File: src/rtl/spi_flash_pkg.sv
// spi_flash_pkg: opcodes, responder states and JEDEC byte selection shared by the SPI flash responder.
package spi_flash_pkg;

    localparam logic [7:0] OP_READ      = 8'h03;
    localparam logic [7:0] OP_RDSR      = 8'h05;
    localparam logic [7:0] OP_FAST_READ = 8'h0B;
    localparam logic [7:0] OP_RDID      = 8'h9F;

    typedef enum logic [2:0] {
        ST_IDLE,
        ST_CMD,
        ST_ADDR,
        ST_DUMMY,
        ST_DATA,
        ST_IGNORE
    } state_t;

    // RDID streams the three ID bytes MSB first, then zeros forever
    function automatic logic [7:0] id_byte(input logic [23:0] id, input logic [1:0] idx);
        return idx == 2'd0 ? id[23:16] : idx == 2'd1 ? id[15:8] : idx == 2'd2 ? id[7:0] : 8'h00;
    endfunction

endpackage

File: src/rtl/spi_resp_sync.sv
// spi_resp_sync: 2-flop synchronizers for sclk/cs_n/mosi plus edge detection on the synchronized sclk and cs_n.
module spi_resp_sync (
    input  logic clk,
    input  logic rst_n,
    input  logic sclk,
    input  logic cs_n,
    input  logic mosi,
    output logic sclk_rise,
    output logic sclk_fall,
    output logic cs_fall,
    output logic cs_n_s,
    output logic mosi_s
);

    logic [1:0] sclk_ff, cs_ff, mosi_ff, live;
    logic       sclk_q, cs_q;

    // cs_q only becomes 1 from a real post-reset sample, so a chip select
    // already low at reset release never produces a falling edge
    always_ff @(posedge clk or negedge rst_n) begin
        if (!rst_n) begin
            sclk_ff <= 2'b00;
            cs_ff   <= 2'b11;
            mosi_ff <= 2'b00;
            live    <= 2'b00;
            sclk_q  <= 1'b0;
            cs_q    <= 1'b0;
        end else begin
            sclk_ff <= {sclk_ff[0], sclk};
            cs_ff   <= {cs_ff[0], cs_n};
            mosi_ff <= {mosi_ff[0], mosi};
            live    <= {live[0], 1'b1};
            sclk_q  <= sclk_ff[1];
            cs_q    <= cs_ff[1] & live[1];
        end
    end

    assign sclk_rise = sclk_ff[1] & ~sclk_q;
    assign sclk_fall = ~sclk_ff[1] & sclk_q;
    assign cs_fall   = cs_q & ~cs_ff[1];
    assign cs_n_s    = cs_ff[1];
    assign mosi_s    = mosi_ff[1];

endmodule

File: src/rtl/spi_flash_resp.sv
// spi_flash_resp: SPI mode-0 serial-flash responder (READ, RDID, RDSR) over a byte-wide memory read port.
// Define SPI_FLASH_RESP_FAST_READ_EN to also accept FAST_READ (0x0B) with 8 dummy clocks.
module spi_flash_resp
    import spi_flash_pkg::*;
#(
    parameter int          ADDR_WIDTH = 16,
    parameter logic [23:0] JEDEC_ID   = 24'h012018
) (
    input  logic                  clk,
    input  logic                  rst_n,
    input  logic                  i_sclk,
    input  logic                  i_cs_n,
    input  logic                  i_mosi,
    output logic                  o_miso,
    output logic                  o_miso_oe,
    output logic                  o_mem_rd,
    output logic [ADDR_WIDTH-1:0] o_mem_addr,
    input  logic [7:0]            i_mem_rdata,
    output logic                  o_cmd_err
);

    state_t     state, state_nxt;
    logic       sclk_rise, sclk_fall, cs_fall, cs_n_s, mosi_s;
    logic       rise, fall, rd_op, fast, start, rd_d;
    logic [7:0] shreg, op_in, tx, nxt;
    logic [4:0] cnt;
    logic [2:0] tcnt;
    logic [1:0] idb;

    spi_resp_sync u_sync (
        .clk       (clk),
        .rst_n     (rst_n),
        .sclk      (i_sclk),
        .cs_n      (i_cs_n),
        .mosi      (i_mosi),
        .sclk_rise (sclk_rise),
        .sclk_fall (sclk_fall),
        .cs_fall   (cs_fall),
        .cs_n_s    (cs_n_s),
        .mosi_s    (mosi_s)
    );

    // a chip-select edge in the same clk masks any sclk edge
    assign rise  = sclk_rise & ~cs_n_s & ~cs_fall;
    assign fall  = sclk_fall & ~cs_n_s & ~cs_fall;
    assign op_in = {shreg[6:0], mosi_s};
    assign start = state_nxt == ST_DATA && state != ST_DATA;

`ifdef SPI_FLASH_RESP_FAST_READ_EN
    assign fast  = shreg == OP_FAST_READ;
    assign rd_op = op_in == OP_READ || op_in == OP_FAST_READ;
`else
    assign fast  = 1'b0;
    assign rd_op = op_in == OP_READ;
`endif

    always_ff @(posedge clk or negedge rst_n) begin
        if (!rst_n) state <= ST_IDLE;
        else        state <= state_nxt;
    end

    always_comb begin
        state_nxt = state;
        if (cs_n_s)
            state_nxt = ST_IDLE;
        else if (cs_fall)
            state_nxt = ST_CMD;
        else if (rise) begin
            if (state == ST_CMD && cnt == 5'd7)
                state_nxt = (op_in == OP_RDID || op_in == OP_RDSR) ? ST_DATA : rd_op ? ST_ADDR : ST_IGNORE;
            else if (state == ST_ADDR && cnt == 5'd23)
                state_nxt = fast ? ST_DUMMY : ST_DATA;
            else if (state == ST_DUMMY && cnt == 5'd7)
                state_nxt = ST_DATA;
        end
    end

    always_ff @(posedge clk or negedge rst_n) begin
        if (!rst_n) begin
            o_miso     <= 1'b0;
            o_miso_oe  <= 1'b0;
            o_mem_rd   <= 1'b0;
            o_mem_addr <= '0;
            o_cmd_err  <= 1'b0;
            rd_d       <= 1'b0;
            shreg      <= 8'h00;
            tx         <= 8'h00;
            nxt        <= 8'h00;
            cnt        <= 5'd0;
            tcnt       <= 3'd0;
            idb        <= 2'd0;
        end else begin
            o_mem_rd  <= 1'b0;
            o_cmd_err <= state == ST_CMD && state_nxt == ST_IGNORE;
            rd_d      <= o_mem_rd;
            if (rd_d)
                nxt <= i_mem_rdata;
            if (cs_n_s) begin
                o_miso    <= 1'b0;
                o_miso_oe <= 1'b0;
            end
            if (state_nxt != state)
                cnt <= 5'd0;
            else if (rise)
                cnt <= cnt + 5'd1;
            if (rise && state == ST_CMD)
                shreg <= op_in;
            if (rise && state == ST_ADDR)
                o_mem_addr <= {o_mem_addr[ADDR_WIDTH-2:0], mosi_s};
            if (start) begin
                tcnt <= 3'd0;
                idb  <= 2'd1;
                nxt  <= (state == ST_CMD && op_in == OP_RDID) ? id_byte(JEDEC_ID, 2'd0) : 8'h00;
                if (state != ST_CMD)
                    o_mem_rd <= 1'b1;
            end
            // the MSB of a byte comes from nxt; the next byte is fetched while its LSB goes out
            if (fall && state == ST_DATA) begin
                o_miso_oe <= 1'b1;
                o_miso    <= tcnt == 3'd0 ? nxt[7] : tx[7];
                tx        <= tcnt == 3'd0 ? {nxt[6:0], 1'b0} : {tx[6:0], 1'b0};
                tcnt      <= tcnt + 3'd1;
                if (tcnt == 3'd7) begin
                    if (shreg == OP_RDID) begin
                        nxt <= id_byte(JEDEC_ID, idb);
                        if (idb != 2'd3)
                            idb <= idb + 2'd1;
                    end else if (shreg != OP_RDSR) begin
                        o_mem_rd   <= 1'b1;
                        o_mem_addr <= o_mem_addr + ADDR_WIDTH'(1);
                    end
                end
            end
        end
    end

endmodule

File: config.mk
export PLATFORM = sky130hd
export DESIGN_NAME = spi_flash_resp
export DESIGN_NICKNAME = d
export VERILOG_FILES = /design/src/rtl/spi_flash_pkg.sv /design/src/rtl/spi_resp_sync.sv /design/src/rtl/spi_flash_resp.sv
export SDC_FILE = /design/constraint.sdc
export NUM_CORES = 1
export LEC_CHECK = 0
export ABC_AREA = 1
export BUFFER_PORTS_ARGS = -buffer_cell sky130_fd_sc_hd__buf_2
export CORE_ASPECT_RATIO = 0.75
export CORE_MARGIN = 2
export CORE_UTILIZATION = 40
export CTS_BUF_LIST = sky130_fd_sc_hd__clkbuf_16
export CTS_CLUSTER_DIAMETER = 30
export DETAILED_ROUTE_END_ITERATION = 16
export GPL_TIMING_DRIVEN = 0
export HOLD_SLACK_MARGIN = 0.15
export PLACE_DENSITY = 0.64
export SLEW_MARGIN = 25
export SYNTH_ARGS = -nofsm -noshare
export SYNTH_HDL_FRONTEND = slang
export SYNTH_HIERARCHICAL = 1
export SYNTH_SLANG_ARGS = --single-unit
export TNS_END_PERCENT = 20
File: constraint.sdc
create_clock -name clk -period 4.54 [get_ports clk]
set_clock_uncertainty 0.15 [all_clocks]
set_input_delay 0.681 -clock clk [delete_from_list [all_inputs] [get_ports clk]]
set_output_delay 0.681 -clock clk [all_outputs]
set_load 0.02 [all_outputs]
==> results of run 1 <==
## power groups by stage
| stage | Combinational (uW) | Clock, uW | Sequential (uW) |
|---|---|---|---|
| 6_report | 50.9 | 782 | 621 |
| 5_1_grt | 60.1 | 824 | 621 |
| 4_1_cts | 52.3 | 804 | 620 |
| 3_5_place_dp | 51.5 | 0 | 631 |
| 3_3_place_gp | 47.6 | 0 | 630 |
| 2_1_floorplan | 26.2 | 0 | 629 |
## critical path: stages, from the launching register on
cell	delay [ns]
dfstp_2	0.57
nor2_1	0.09
nor2_4	0.17
inv_2	0.06
nor3_4	0.39
nand2_2	0.16
nor2_4	0.27
inv_2	0.11
buf_6	0.16
a21oi_2	0.09
a21oi_1	0.08
## path summary, 6_finish.rpt
| kind | endpoint | startpoint |
|---|---|---|
| min in group asynchronous | shreg[3] | rst_n |
| min reg2reg | u_sync/sclk_ff[1] | u_sync/sclk_ff[0] |
| min | u_sync/sclk_ff[1] | u_sync/sclk_ff[0] |
| max | o_mem_addr[7] | u_sync/cs_ff[1] |
| max reg2reg | o_mem_addr[7] | u_sync/cs_ff[1] |
| max in group asynchronous | o_mem_addr[10] | rst_n |
## layer usage
layer	share of wire, %	routed length [um]
met3	4.8	347
met1	50	3680
met4	1.3	94
met2	44	3180
met5	0	0
## area by class of cell
type | instances | area [um2] | share of cell area, %
Buffer | 8 | 42.5 | 1.04
Clock buffer | 9 | 225 | 5.51
Clock inverter | 7 | 108 | 2.63
Inverter | 57 | 214 | 5.23
Multi-Input combinational cell | 293 | 1490 | 36.5
Sequential cell | 67 | 1680 | 41.1
Tap cell | 108 | 135 | 3.30
Timing Repair Buffer | 34 | 193 | 4.71
## what timing repair did
action                                 in CTS  in global routing
hold buffers                                1                  0
endpoints found under the hold margin      23                  0
setup endpoints to repair                   0                  0
## state kept, by name, indices dropped and copies added, names as in the netlist, 3 cells and up
| signal | cells |
|---|---|
| nxt | 8 |
| tcnt | 3 |
| state | 3 |
| o_mem_addr | 16 |
| shreg | 8 |
| tx | 7 |
| cnt | 5 |
## logic make-up (layout without fill, tap and decap cells)
family          count (synthesis)  in the layout  synth area share, %
compound gates                 65             65                 10.3
xor+xnor                        9              9                 2.30
fa+ha+maj                      10             10                 3.65
buf+inv                        65            115                 7.48
flops                          67             67                 49.0
mux                             7              7                 2.08
other cells                     1              1                0.109
simple gates                  201            201                 25.1
## cells in the final DEF (no fill, tap or decap), types with 2 or more instances in the layout
cell	netlist	layout
nor2_4	3	3
a31oi_1	8	8
a211oi_1	2	2
dfstp_2	2	2
bufinv_16	0	3
mux2i_1	6	6
nor3_1	8	8
buf_2	1	32
nor2_1	45	45
a21oi_1	8	8
nand2_1	111	111
clkbuf_16	0	9
nand2_2	3	3
clkinv_2	0	2
o21ai_0	39	39
ha_1	10	10
clkbuf_1	5	5
buf_4	1	2
nand3_1	21	21
dfrtp_1	65	65
inv_1	53	54
xor2_1	9	9
inv_2	3	3
clkinv_1	1	2
nand4_1	6	6
o21ai_1	3	3
## metrics by stage
step | hold WS (ns) | instances
after floorplan | 0.181 | 425
after global placement | 0.183 | 565
after detailed placement | 0.185 | 566
after CTS | 0.197 | 583
after global routing | 0.202 | 583
final | 0.194 | 583
==> metrics, run 1 <==
cell-internal power=1160 uW; largest net degree at the start of global routing=43; I/O Buffers=32; Logic pwr share=3.5%; Worst R2R Setup Slack=2.10 ns; global-route wire length before repair=12,700 um; Max H-tree Level=3; Fillers=799; Hold Path Cell Cnt=0; Seq/Total Area, Yosys=49.0%; Worst Path Required=4.60 ns; final instance area=4090 um2; pre-CTS setup slack=2.09 ns; dpl hpwl=5230 um; sequential fraction of design power=42.7%; Pre-antenna DRT Iters=4; number of global-route vias before repair=2,761; Root Buffer=clkbuf_16; Hold Vio Cnt, Final=0; Post-DP Area=3750 um2; GR peak layer=met2; critical path data arrival time=2.50 ns; DRC=0; Post-synth top cells=nand2_1 (111), dfrtp_1 (65), inv_1 (53), nor2_1 (45), o21ai_0 (39); GRT met1 Usage=23.5%; Placer Congestion=0.839; Crit Path Category=flip-flop to flip-flop; Die Wd=111 um; setup violators final=0; worst skew pair latency=0.34 ns; unrepaired setup endpoints after global routing=false; switching share of power=20.3%; Final WS setup=2.10 ns; reg2reg path depth=10; via count=2,915; NetSw=295 uW; fmax=0.409 GHz; Post-Synthesis Cells=425; run status=complete, no violations; EDFF count, synth=0; Clk pwr share=53.8%; synth unique cells=35; ant diodes=0; drt wl/cell=12.5 um; startpoint type of the worst setup path=flip-flop; Lkg Pwr=0.00212 uW; initial DRC count=180; worst vdd ir=259 uV; Mean Syn Cell Area=8.07 um2; CTS tree=built; most used flip-flop cell after synthesis=dfrtp_1; Initial Util=40.9%; post-synth top area share=47.4%; Area contributors post-synth=dfrtp_1 (47%), nand2_1 (12%), inv_1 (5.8%); syn nets=448; setup TNS=0 ns; vias per inst=5.00; Power Total=1450 uW; # resized after CTS=0; Post-CTS Setup Inserts=0; Synth area leader=dfrtp_1; met2 Usage GRT=25.2%; endpoint type of the worst setup path=flip-flop; Ys Warns=6; worst hold path class=flip-flop to flip-flop; aggregate routed wire length=7310 um; Final ANT Viol Nets=0; nets=493; layout cells sized above 1=13.9%; full die area=9340 um2; initial antenna violation count=0; maximum fanout along the worst path=10; Boundary Pins=33; clock sinks=67; maximum clock insertion buffer count=2; max_cap viols=0; All-Layer GR Usage=17.0%; met3 global-route usage=6.43%; Util after Layout=48.8%; core area=8380 um2; Mapped Area=3430 um2; count leader, synth=nand2_1; Slew Viols, Final=0; clock period minus worst slack=2.44 ns; die height=84.2 um; grt ovf=0; row count=29; crit share post-route=53.8%; asr flop ratio synth=100%; Area growth syn-to-layout=19.3%; Yosys reg bits=67; CTS clk-pin slew, worst paths=0.05 ns; CTS Buf Count=9; cell area power density=355 nW/um2
Note: power is estimated with default switching activity, not from simulation.
==> inputs of run 2 (changes only) <==
==> constraint.sdc (replaced) <==
create_clock -name clk -period 2.4 [get_ports clk]
set_clock_uncertainty 0.15 [all_clocks]
set_input_delay 0.36 -clock clk [delete_from_list [all_inputs] [get_ports clk]]
set_output_delay 0.36 -clock clk [all_outputs]
set_load 0.02 [all_outputs]
==> run 2 against run 1 <==
  * Final cell count increased by 1.5%
  * Sequential cell count unchanged
  * Register-to-register slack got worse by 1.9 ns
  * Global-route usage increased by 0.14 points
  * Via count decreased by 0.17%
  * Die area unchanged
  * Non-clock buffer count increased by 9
  * Cell area increased by 2.9%
  * Worst setup slack got worse by 1.9 ns
==> metrics, run 2 (synthesized netlist as in run 1, its figures left out) <==
Worst Max-Slew Pin Slew=0.507 ns; Post-DP Area=3750 um2 (unchanged); Fillers=784 (was 799); cell area power density=655 nW/um2 (was 355 nW/um2); Area growth syn-to-layout=22.7% (was 19.3%); sequential fraction of design power=42.6% (was 42.7%); Die Wd=111 um (unchanged); Final ANT Viol Nets=0 (unchanged); full die area=9340 um2 (unchanged); CTS clk-pin slew, worst paths=0.05 ns (about the same); most frequent cells in the layout=nand2_1 (109), dfrtp_1 (65), inv_1 (54) (was nand2_1 (111), dfrtp_1 (65), inv_1 (54)); relative slew slack=66.2%; Hold Vio Cnt, Final=0 (unchanged); Clk pwr share=53.5% (was 53.8%); number of global-route vias before repair=2,795 (was 2,761); core area=8380 um2 (unchanged); Min Hold Slack=0.186 ns (was 0.194 ns); grt ovf=0 (unchanged); met2 Usage GRT=25.7% (was 25.2%); most common cell after layout, fill and taps aside=nand2_1 (unchanged); critical path's top delay family=simple AND/OR/NAND/NOR gates (unchanged); Worst Path Buf+Inv=1 (was 3); fmax=0.446 GHz (was 0.409 GHz); global-route wire length before repair=12,800 um (was 12,700 um); unrepaired setup endpoints after global routing=false (unchanged); final instance area=4210 um2 (was 4090 um2); die height=84.2 um (unchanged); largest net degree at the start of global routing=43 (unchanged); CTS Buf Count=9 (unchanged); Worst path slowest cell=dfstp_2 (unchanged); nets=502 (was 493); maximum clock insertion buffer count=2 (unchanged); via count=2,910 (was 2,915); layout cells sized above 1=15.1% (was 13.9%); Root Buffer=clkbuf_16 (unchanged); worst hold path class=input port to flip-flop (was flip-flop to flip-flop); setup TNS=0 ns (unchanged); endpoint type of the worst setup path=flip-flop (unchanged); crit share post-route=93.5% (was 53.8%); initial DRC count=163 (was 180); clock period minus worst slack=2.24 ns (was 2.44 ns); clock sinks=67 (unchanged); Max stage delay on crit path=0.57 ns (about the same); row count=29 (unchanged); Largest regs=o_mem_addr: 16 flops, nxt: 8 flops, shreg: 8 flops (unchanged); NetSw=558 uW (was 295 uW); maximum fanout along the worst path=9 (was 10); CTS tree=built (unchanged); Initial Util=40.9% (unchanged); max_cap viols=0 (unchanged); All-Layer GR Usage=17.2% (was 17.0%); DRC=0 (unchanged); run status=complete, no violations (unchanged); met3 global-route usage=6.43% (unchanged); drt wl/cell=12.4 um (was 12.5 um); Lkg Pwr=0.00218 uW (was 0.00212 uW); startpoint type of the worst setup path=flip-flop (unchanged); cell-internal power=2200 uW (was 1160 uW); Placer Congestion=0.839 (unchanged); Crit Path Category=flip-flop to flip-flop (unchanged); Pre-antenna DRT Iters=5 (was 4); register area=1680 um2 (unchanged); setup violators final=0 (unchanged); GRT met1 Usage=23.5% (unchanged); worst skew pair latency=0.34 ns (about the same); dpl hpwl=5230 um (unchanged); CP Cell Sequence=nor2_1 > nor2_4 > nand2_4 > inv_1 > nand2_1 > o21ai_0 > nand3_1 > nor2_2 > nand2_4 > nand2_1 > o21ai_0 (was nor2_1 > nor2_4 > inv_2 > nor3_4 > nand2_2 > nor2_4 > inv_2 > buf_6 > a21oi_2 > a21oi_1); I/O Buffers=32 (unchanged); initial antenna violation count=0 (unchanged); Max H-tree Level=3 (unchanged); switching share of power=20.2% (was 20.3%); ant diodes=0 (unchanged); vias per inst=4.92 (was 5.00); aggregate routed wire length=7330 um (was 7310 um); Largest register FFs=16 (unchanged); Inst Count DP=566 (unchanged); GR peak layer=met2 (unchanged); Multi-input gate area=1520 um2 (was 1490 um2); Final Non-Filler Cells=592 (was 583); Slew Viols, Final=0 (unchanged); Util after Layout=50.2% (was 48.8%); Boundary Pins=33 (unchanged); Worst Path Required=2.45 ns (was 4.60 ns); Largest Register=o_mem_addr (unchanged); worst vdd ir=497 uV (was 259 uV); critical path data arrival time=2.30 ns (was 2.50 ns); Logic pwr share=3.9% (was 3.5%)
run 2: cell types whose count changed in the layout (fill, tap and decap cells not counted), moves of 2 or more:
cell	delta
buf_4	+2
dlygate4sd3_1	+7
nand2_1	-2
nand2_4	+3
nor2_1	-2
nor2_2	+2
run 2: tightest hold or removal path, delay by kind of cell:
kind,cells,cell delay (ns)
AOI/OAI and AO/OA,1,0.14
buffers and inverters,1,0.08
muxes,1,0.05
run 2: cell type report:
type	instances	area share (%)
flip-flops and latches	67	39.9
repair buffers	43	6.60
plain buffers	8	1.04
clock inverters	7	2.56
multi-input cells	293	36.2
inverters	57	5.09
well taps	108	3.21
clock buffers	9	5.35
run 2: per-stage QoR:
step,total power [uW],worst slack [ns]
after floorplan,1240,0.289
after global placement,1280,-0.0666
after detailed placement,1290,-0.0493
after CTS,2800,0.0263
after global routing,2860,0.00199
final,2760,0.156
run 2: path summary, 6_finish.rpt:
kind                                   start                 to  slack, ns  depth (start not counted)
max                          u_sync/cs_ff[1]            tcnt[1]       0.16                         11
min                           i_mem_rdata[3]             nxt[3]       0.19                          3
max reg2reg                  u_sync/cs_ff[1]            tcnt[1]       0.16                         11
min reg2reg                u_sync/sclk_ff[0]  u_sync/sclk_ff[1]       0.19                          0
max in group asynchronous              rst_n           state[2]       1.24                          3
min in group asynchronous              rst_n           shreg[3]       0.32                          2
run 2: layer usage:
layer  part of all wire [%]  up-vias
met5                      0        -
met4                    1.2        0
met3                    5.4        7
met2                     43       69
met1                     50     1361
li1                       -     1473
run 2: power groups by stage:
stage | combinational, uW | clock [uW] | sequential (uW)
final | 108 | 1470 | 1170
after global routing | 126 | 1560 | 1180
after CTS | 108 | 1520 | 1170
after detailed placement | 97.4 | 0 | 1190
after global placement | 90.0 | 0 | 1190
after floorplan | 49.5 | 0 | 1190
run 2: timing repair:
action / CTS / global route
hold buffers: 8 / 0
setup buffers: 1 / 1
pin swaps: 1 / 2
endpoints found under the hold margin: 74 / 0
resized for setup: 1 / 10
setup endpoints to repair: 8 / 27
